===== config.mk =====
export PLATFORM = sky130hd
export DESIGN_NAME = alu_sched
export DESIGN_NICKNAME = d
export VERILOG_FILES = /design/src/rtl/alu_sched.sv
export SDC_FILE = /design/constraint.sdc
export NUM_CORES = 1
export LEC_CHECK = 0
export BUFFER_PORTS_ARGS = -buffer_cell sky130_fd_sc_hd__buf_2
export CAP_MARGIN = 40
export CORE_ASPECT_RATIO = 1.4
export CORE_UTILIZATION = 40
export DETAILED_ROUTE_END_ITERATION = 8
export HOLD_SLACK_MARGIN = 0.08
export MAX_ROUTING_LAYER = met4
export PLACE_DENSITY_LB_ADDON = 0.25
export SLEW_MARGIN = 20
export SYNTH_ARGS = -nofsm -noshare
export SYNTH_HDL_FRONTEND = slang
export SYNTH_SLANG_ARGS = --single-unit

===== constraint.sdc =====
create_clock -name clk -period 16.4 [get_ports clk]
set_clock_uncertainty 0.05 [all_clocks]
set_input_delay 0.82 -clock clk [delete_from_list [all_inputs] [get_ports clk]]
set_output_delay 0.82 -clock clk [all_outputs]
set_load 0.005 [all_outputs]

===== src/rtl/alu_sched.sv =====
// Two-requester scheduler for the shared 64-bit Y86 ALU with a 1-entry result buffer and condition codes.
// Define ALU_SCHED_STRICT_PRIO_EN for fixed priority (requester 0 wins ties); default is round-robin.
module alu_sched #(
    parameter int W    = 64,
    parameter int ID_W = 1
) (
    input  logic            clk,
    input  logic            rst_n,
    input  logic            req0_valid,
    output logic            req0_ready,
    input  logic [1:0]      req0_op,
    input  logic [W-1:0]    req0_a,
    input  logic [W-1:0]    req0_b,
    input  logic            req0_set_cc,
    input  logic            req1_valid,
    output logic            req1_ready,
    input  logic [1:0]      req1_op,
    input  logic [W-1:0]    req1_a,
    input  logic [W-1:0]    req1_b,
    input  logic            req1_set_cc,
    output logic            out_valid,
    input  logic            out_ready,
    output logic [W-1:0]    out_result,
    output logic            out_ovf,
    output logic [ID_W-1:0] out_id,
    output logic            cc_zf,
    output logic            cc_sf,
    output logic            cc_of
);

    typedef enum logic {EMPTY, FULL} buf_state_t;

    buf_state_t state, state_nxt;

    logic         space;
    logic         grant0, grant1;
    logic         accept;
    logic [1:0]   sel_op;
    logic [W-1:0] sel_a, sel_b;
    logic         sel_set_cc;
    logic [W-1:0] alu_r;
    logic         alu_ovf;

    assign space = (state == EMPTY) | out_ready;

`ifdef ALU_SCHED_STRICT_PRIO_EN
    always_comb begin
        grant0 = req0_valid;
        grant1 = req1_valid & ~req0_valid;
    end
`else
    logic last_grant;

    // On a tie the requester that did not win last time gets the slot.
    always_comb begin
        grant0 = req0_valid & (~req1_valid | last_grant);
        grant1 = req1_valid & (~req0_valid | ~last_grant);
    end

    always_ff @(posedge clk) begin
        if (!rst_n)
            last_grant <= 1'b1;
        else if (accept)
            last_grant <= grant1;
    end
`endif

    assign req0_ready = grant0 & space;
    assign req1_ready = grant1 & space;
    assign accept     = (grant0 | grant1) & space;

    always_comb begin
        sel_op     = grant1 ? req1_op     : req0_op;
        sel_a      = grant1 ? req1_a      : req0_a;
        sel_b      = grant1 ? req1_b      : req0_b;
        sel_set_cc = grant1 ? req1_set_cc : req0_set_cc;
    end

    // Overflow only exists for ADD/SUB: result sign differs from a sign-consistent operand pair.
    always_comb begin
        alu_r   = '0;
        alu_ovf = 1'b0;
        case (sel_op)
            2'd0: begin
                alu_r   = sel_a + sel_b;
                alu_ovf = (sel_a[W-1] == sel_b[W-1]) & (alu_r[W-1] != sel_a[W-1]);
            end
            2'd1: begin
                alu_r   = sel_a - sel_b;
                alu_ovf = (sel_a[W-1] != sel_b[W-1]) & (alu_r[W-1] != sel_a[W-1]);
            end
            2'd2: alu_r = sel_a & sel_b;
            default: alu_r = sel_a ^ sel_b;
        endcase
    end

    always_comb begin
        state_nxt = state;
        out_valid = (state == FULL);
        case (state)
            EMPTY: if (accept) state_nxt = FULL;
            FULL: begin
                if (accept)
                    state_nxt = FULL;
                else if (out_ready)
                    state_nxt = EMPTY;
            end
            default: state_nxt = EMPTY;
        endcase
    end

    always_ff @(posedge clk) begin
        if (!rst_n) begin
            state      <= EMPTY;
            out_result <= '0;
            out_ovf    <= 1'b0;
            out_id     <= '0;
            cc_zf      <= 1'b1;
            cc_sf      <= 1'b0;
            cc_of      <= 1'b0;
        end else begin
            state <= state_nxt;
            if (accept) begin
                out_result <= alu_r;
                out_ovf    <= alu_ovf;
                out_id     <= ID_W'(grant1);
                if (sel_set_cc) begin
                    cc_zf <= (alu_r == '0);
                    cc_sf <= alu_r[W-1];
                    cc_of <= alu_ovf;
                end
            end
        end
    end

endmodule


# Yosys cells after proc, flatten, opt, wreduce, memory -nomap -nowiden

Cells that the tools add are included.

Register bits: 71
Bits in latches: 0
Bits in writable memories: 0
ROM bits: 0
Input bits: 267
Output and inout bits: 72
Logic and storage cells: 46
Memories: 0

Add/sub/neg operators: 2
$mul: 0
Divide/modulo/power cells: 0
Magnitude comparators: 0
Equality and inequality tests: 6
Shifts and indexed selects: 0
Multiplexer cells: 10
Bitwise operators: 17
Reductions and logical operators: 3

Operator list:

| operator             | number |
|---|---|
| $pmux W64 S3         | 1 |
| $mux W64             | 2 |
| $add A64 B64 Y64     | 1 |
| $and A64 B64 Y64     | 1 |
| $logic_not A64 Y1    | 1 |
| $sub A64 B64 Y64     | 1 |
| $xor A64 B64 Y64     | 1 |
| $and A1 B1 Y1        | 7 |
| $mux W1              | 4 |
| $not A1 Y1           | 4 |
| $or A1 B1 Y1         | 4 |
| $pmux W1 S2          | 2 |
| $ne A1 B1 Y1         | 3 |
| $eq A2 B1 Y1 const B | 1 |
| $eq A2 B2 Y1 const B | 1 |
| $logic_not A2 Y1     | 1 |
| $mux W2              | 1 |
| $reduce_and A2 Y1    | 1 |
| $eq A1 B1 Y1         | 1 |

# Depth between registers and ports, before layout

Depth in word-level cells: 8
Gate-level depth with buffers: 24
Depth with buffers taken out: 20

# Least setup slack after synthesis

OpenSTA, ideal clock, no wires.

Kind: in2reg
Start point: input port req1_valid
End point: register cc_zf
Arrival time: 6.211 ns
Data required time: 16.288 ns
Setup slack: 10.077 ns
Stages on the path: 23
Buffers on the path: 6
Cell sequence: a21bo_1 > buf_6 > buf_2 > clkbuf_1 > clkbuf_1 > buf_1 > nand2_1 > nand2_1 > ha_1 > clkbuf_1 > clkinv_1 > nor4_1 > or4b_2 > or2_2 > o31a_1 > mux2i_1 > a311oi_1 > o31ai_1 > or4b_1 > or4_1 > nor4_2 > nand4b_1 > nand3_1

Word-level cells in the longest chain between the ends: 6

Ends and longest elaborated chain:

| element                                                  | RTL line | text |
|---|---|---|
| start, declared                                          | 15       | `input logic req1_valid,` |
| branches (longest 6 deep; another with $sub A64 B64 Y64) | -        |  |
| end signal, assigned                                     | 128      | `cc_zf <= (alu_r == '0);` |
| end, declared                                            | 26       | `output logic cc_zf,` |

Several ways; the timed one is not identified.
A chain may end at the register's enable or synchronous reset.

# Final worst setup path

Start point: input port req0_valid
End point: register cc_zf

Word-level cells in the longest chain between the ends: 7

Ends and longest elaborated chain:

| element                                        | RTL line | text |
|---|---|---|
| start, declared                                | 9        | `input logic req0_valid,` |
| $not A1 Y1                                     | 57       | `grant1 = req1_valid & (~req0_valid \| ~last_grant);` |
| $or A1 B1 Y1                                   | 57       |  |
| $and A1 B1 Y1                                  | 57       |  |
| $mux W64, or another cell as far along         | 74       | `sel_a = grant1 ? req1_a : req0_a;` |
| $sub A64 B64 Y64, or another cell as far along | 89       | `alu_r = sel_a - sel_b;` |
| $pmux W64 S3                                   | 83       | `case (sel_op)` |
| $logic_not A64 Y1                              | 128      |  |

Parallel ways exist; a longest one is shown, timed or not.

==> qor.csv <==
metric;value;unit
pin_count;339;
antenna_found_initial;1;
dieArea;37020;µm²
layout-drive-gt1-share;17.11;%
cp-end-kind;register;
yosys_most_used_dff;dfxtp_1;
multi_input_comb_area;12060;µm²
setup.worst_path.class;in -> reg;
post_cts_resized;0;
timing.fmax;0.1398;GHz
synth_top_area_share;14.55;%
cp-endpoint;cc_zf$_SDFFE_PN1P_;
rr_endpoint;cc_zf$_SDFFE_PN1P_;
synth_cell_types;85;
yosysWarnings;0;
wl_per_cell;24.81;µm
track_usage;40.97;%
antennaDiodeCount;0;
fp.dieH;227.3;µm
async_reset_ff_share;0;%
max_stage_delay;0.61;ns
whs;0.4043;ns
fin_nets;2999;
dp.cells;3046;
postLayoutCoreUtil;47.55;%
synth_nets;2755;
yosysSeqAreaShare;9.804;%
yosysTopAreaCell;nand2_1;
hold_buffers;0;
synthCells;2358;
setup_tns;0;ns
place_hpwl;60440;µm
placement_rows;82;
worst_pin_slew;1.167;ns
via_per_inst;6.341;
ant_nets;0;
crit_fanout;71;
synth.top_cells.by_area;nand2_1, ha_1, dfxtp_1, a21oi_1, nor2_1;
p_leak;7.955;nW
cts_root_buf;clkbuf_16;
drt_iter0_drc;2087;
crit_start;req0_valid;
worst_hold_path_type;reg -> reg;
h-tree-depth;3;
synth-seq-cells;71;
initial_core_util;40.60;%
fp.coreArea;35700;µm²
grt_max_degree;76;
crit_chain;buf_2 > a21bo_4 > buf_4 > buf_16 > nand2_1 > nand2_1 > ha_1 > fa_1 > a211oi_1 > o211ai_1 > a41o_1 > a21oi_1 > buf_4 > o311ai_2 > a31oi_1 > o21ai_0 > nand4_1 > a32o_1 > a221o_1 > or4_1 > nor4_2 > nand4b_1 > nand3_1;
firstDrtPassIters;6;
seq_area;1421;µm²
hold_viol_final;0;
reg2reg_from;last_grant$_SDFFE_PN1P_;
insertion_delay;0.34;ns
vias;19460;
yosysMostFrequentCell;nand2_1;
clk_pin_slew;0.06;ns
regToRegSetupSlack;9.45;ns
reg2reg_depth;22;
start_kind;input pin;
final-setup-viol-count;0;
fin_crit;7.153;ns
layout.cells.non_filler;3069;
syn_area_per_cell;6.148;µm²
cp_data_arrival_time;7.39;ns
status;completed;
port_buffers;338;
max_slew_margin;22.19;%
rsz0062_at_grt;false;
drc;0;
cts_buffers;9;
synth-edff-count;0;
post-route-period-util;43.61;%
clk_path_buf_depth;2;
irDropWorstVdd;0.06486;mV
cts_tree;built;
cts.sinks;71;
cts_setup_buffers;0;
crit_slowest_cell;o311ai_2;
synth_area;14500;µm²
area_delta_synth_final;17.10;%
die-width;162.9;µm
grt_pass1_wl;110500;µm
drv_cap;0;
ys_top_cells_by_count;nand2_1, a21oi_1, nor2_1;
grt_pass1_vias;18460;
gp_congestion;1.033;
grt_overflow;0;
powerDensity;87.68;nW/µm²
whs_path_depth;2;
drt_wl_total;76130;µm
cp_data_required_time;16.64;ns
fillers;3871;
final_max_slew_viol_count;0;
==> placed cells by master, fill, tap and decap left out, drive strengths merged, types with 12 or more instances in the layout <==
cell type  synthesis  layout
o211ai            34      34
clkbuf           119      12
or2               12      12
o21bai            35      35
nand2            562     562
nor4              38      38
nor3              67      67
nand3             51      51
o21a              14      14
a221oi            14      14
nor2             189     189
nor2b             15      15
nand2b            13      13
xnor2             39      39
a31oi             25      25
o31ai             37      37
mux2i             26      26
o22ai             15      15
a211oi            49      49
buf               27     374
nand4             45      45
inv              135     137
and2              12      12
a311oi            14      14
o21ai             96      96
o221ai            14      14
dfxtp             71      71
ha               128     128
a21oi            229     229
a21o              24      24
==> worst max-delay path, delay by kind of cell <==
kind	cells	cell delay [ns]
AOI/OAI and AO/OA	10	3.47
adders and majority gates	2	0.50
buffers and inverters	4	0.99
and+or+nand+nor	7	1.49
==> sequential cells by signal (all words and copies together) (netlist names) <==
name / count
out_id: 1
last_grant: 1
cc_sf: 1
out_ovf: 1
cc_zf: 1
out_valid: 1
cc_of: 1
out_result: 64
==> layer usage <==
| layer | track usage [%] | wire [µm] | vias to the layer above |
|---|---|---|---|
| li1 | - | - | 9002 |
| met1 | 41.67 | 26730 | 9134 |
| met2 | 70.82 | 37410 | 1006 |
| met3 | 4.664 | 4727 | 318 |
| met4 | 33.61 | 7258 | 0 |
| met5 | - | 0 | - |
==> where the power goes <==
group | switching, W | internal, W
logic | 0.000719 | 0.000335
registers | 0.0000154 | 0.000197
clock network | 0.0000854 | 0.000136
total | 0.000820 | 0.000668
==> worst min-delay path by stage <==
stage | endpoint | slack [ns] | from
3_3_place_gp | out_result[46]$_SDFFE_PN0P_ | 0.39 | out_result[46]$_SDFFE_PN0P_
2_1_floorplan | out_result[20]$_SDFFE_PN0P_ | 0.40 | out_result[20]$_SDFFE_PN0P_
4_1_cts | out_result[38]$_SDFFE_PN0P_ | 0.41 | out_result[38]$_SDFFE_PN0P_
6_report | out_result[17]$_SDFFE_PN0P_ | 0.40 | out_result[17]$_SDFFE_PN0P_
5_1_grt | out_result[30]$_SDFFE_PN0P_ | 0.43 | out_result[30]$_SDFFE_PN0P_
3_5_place_dp | out_result[1]$_SDFFE_PN0P_ | 0.40 | out_result[1]$_SDFFE_PN0P_
==> metrics by stage <==
| step | setup slack (ns) | total power [W] | area, µm² |
|---|---|---|---|
| final | 9.247 | 0.001488 | 16980 |
| after global routing | 8.931 | 0.001561 | 16980 |
| after CTS | 9.408 | 0.001450 | 16920 |
| after detailed placement | 9.088 | 0.001227 | 16590 |
| after global placement | 9.045 | 0.001220 | 16460 |
| after floorplan | 10.08 | 0.0008476 | 14500 |
==> cell families after synthesis <==
kind of cell / after synthesis / share of synthesized area, %
flip-flops: 71 / 9.804
buffers and inverters: 289 / 7.577
multiplexers: 35 / 2.606
adder cells (fa/ha/maj): 130 / 11.32
XOR/XNOR: 42 / 2.537
AND/OR/NAND/NOR: 1063 / 32.50
AO/OA/AOI/OAI: 728 / 33.65
==> cell type report <==
class	count	share of cell area, %
multi-input cells	1998	71.06
repair buffers	379	12.06
flip-flops and latches	71	8.373
well taps	462	3.405
inverters	143	3.162
clock buffers	9	1.327
clock inverters	7	0.6191
Note: power is estimated with default switching activity, not from simulation.
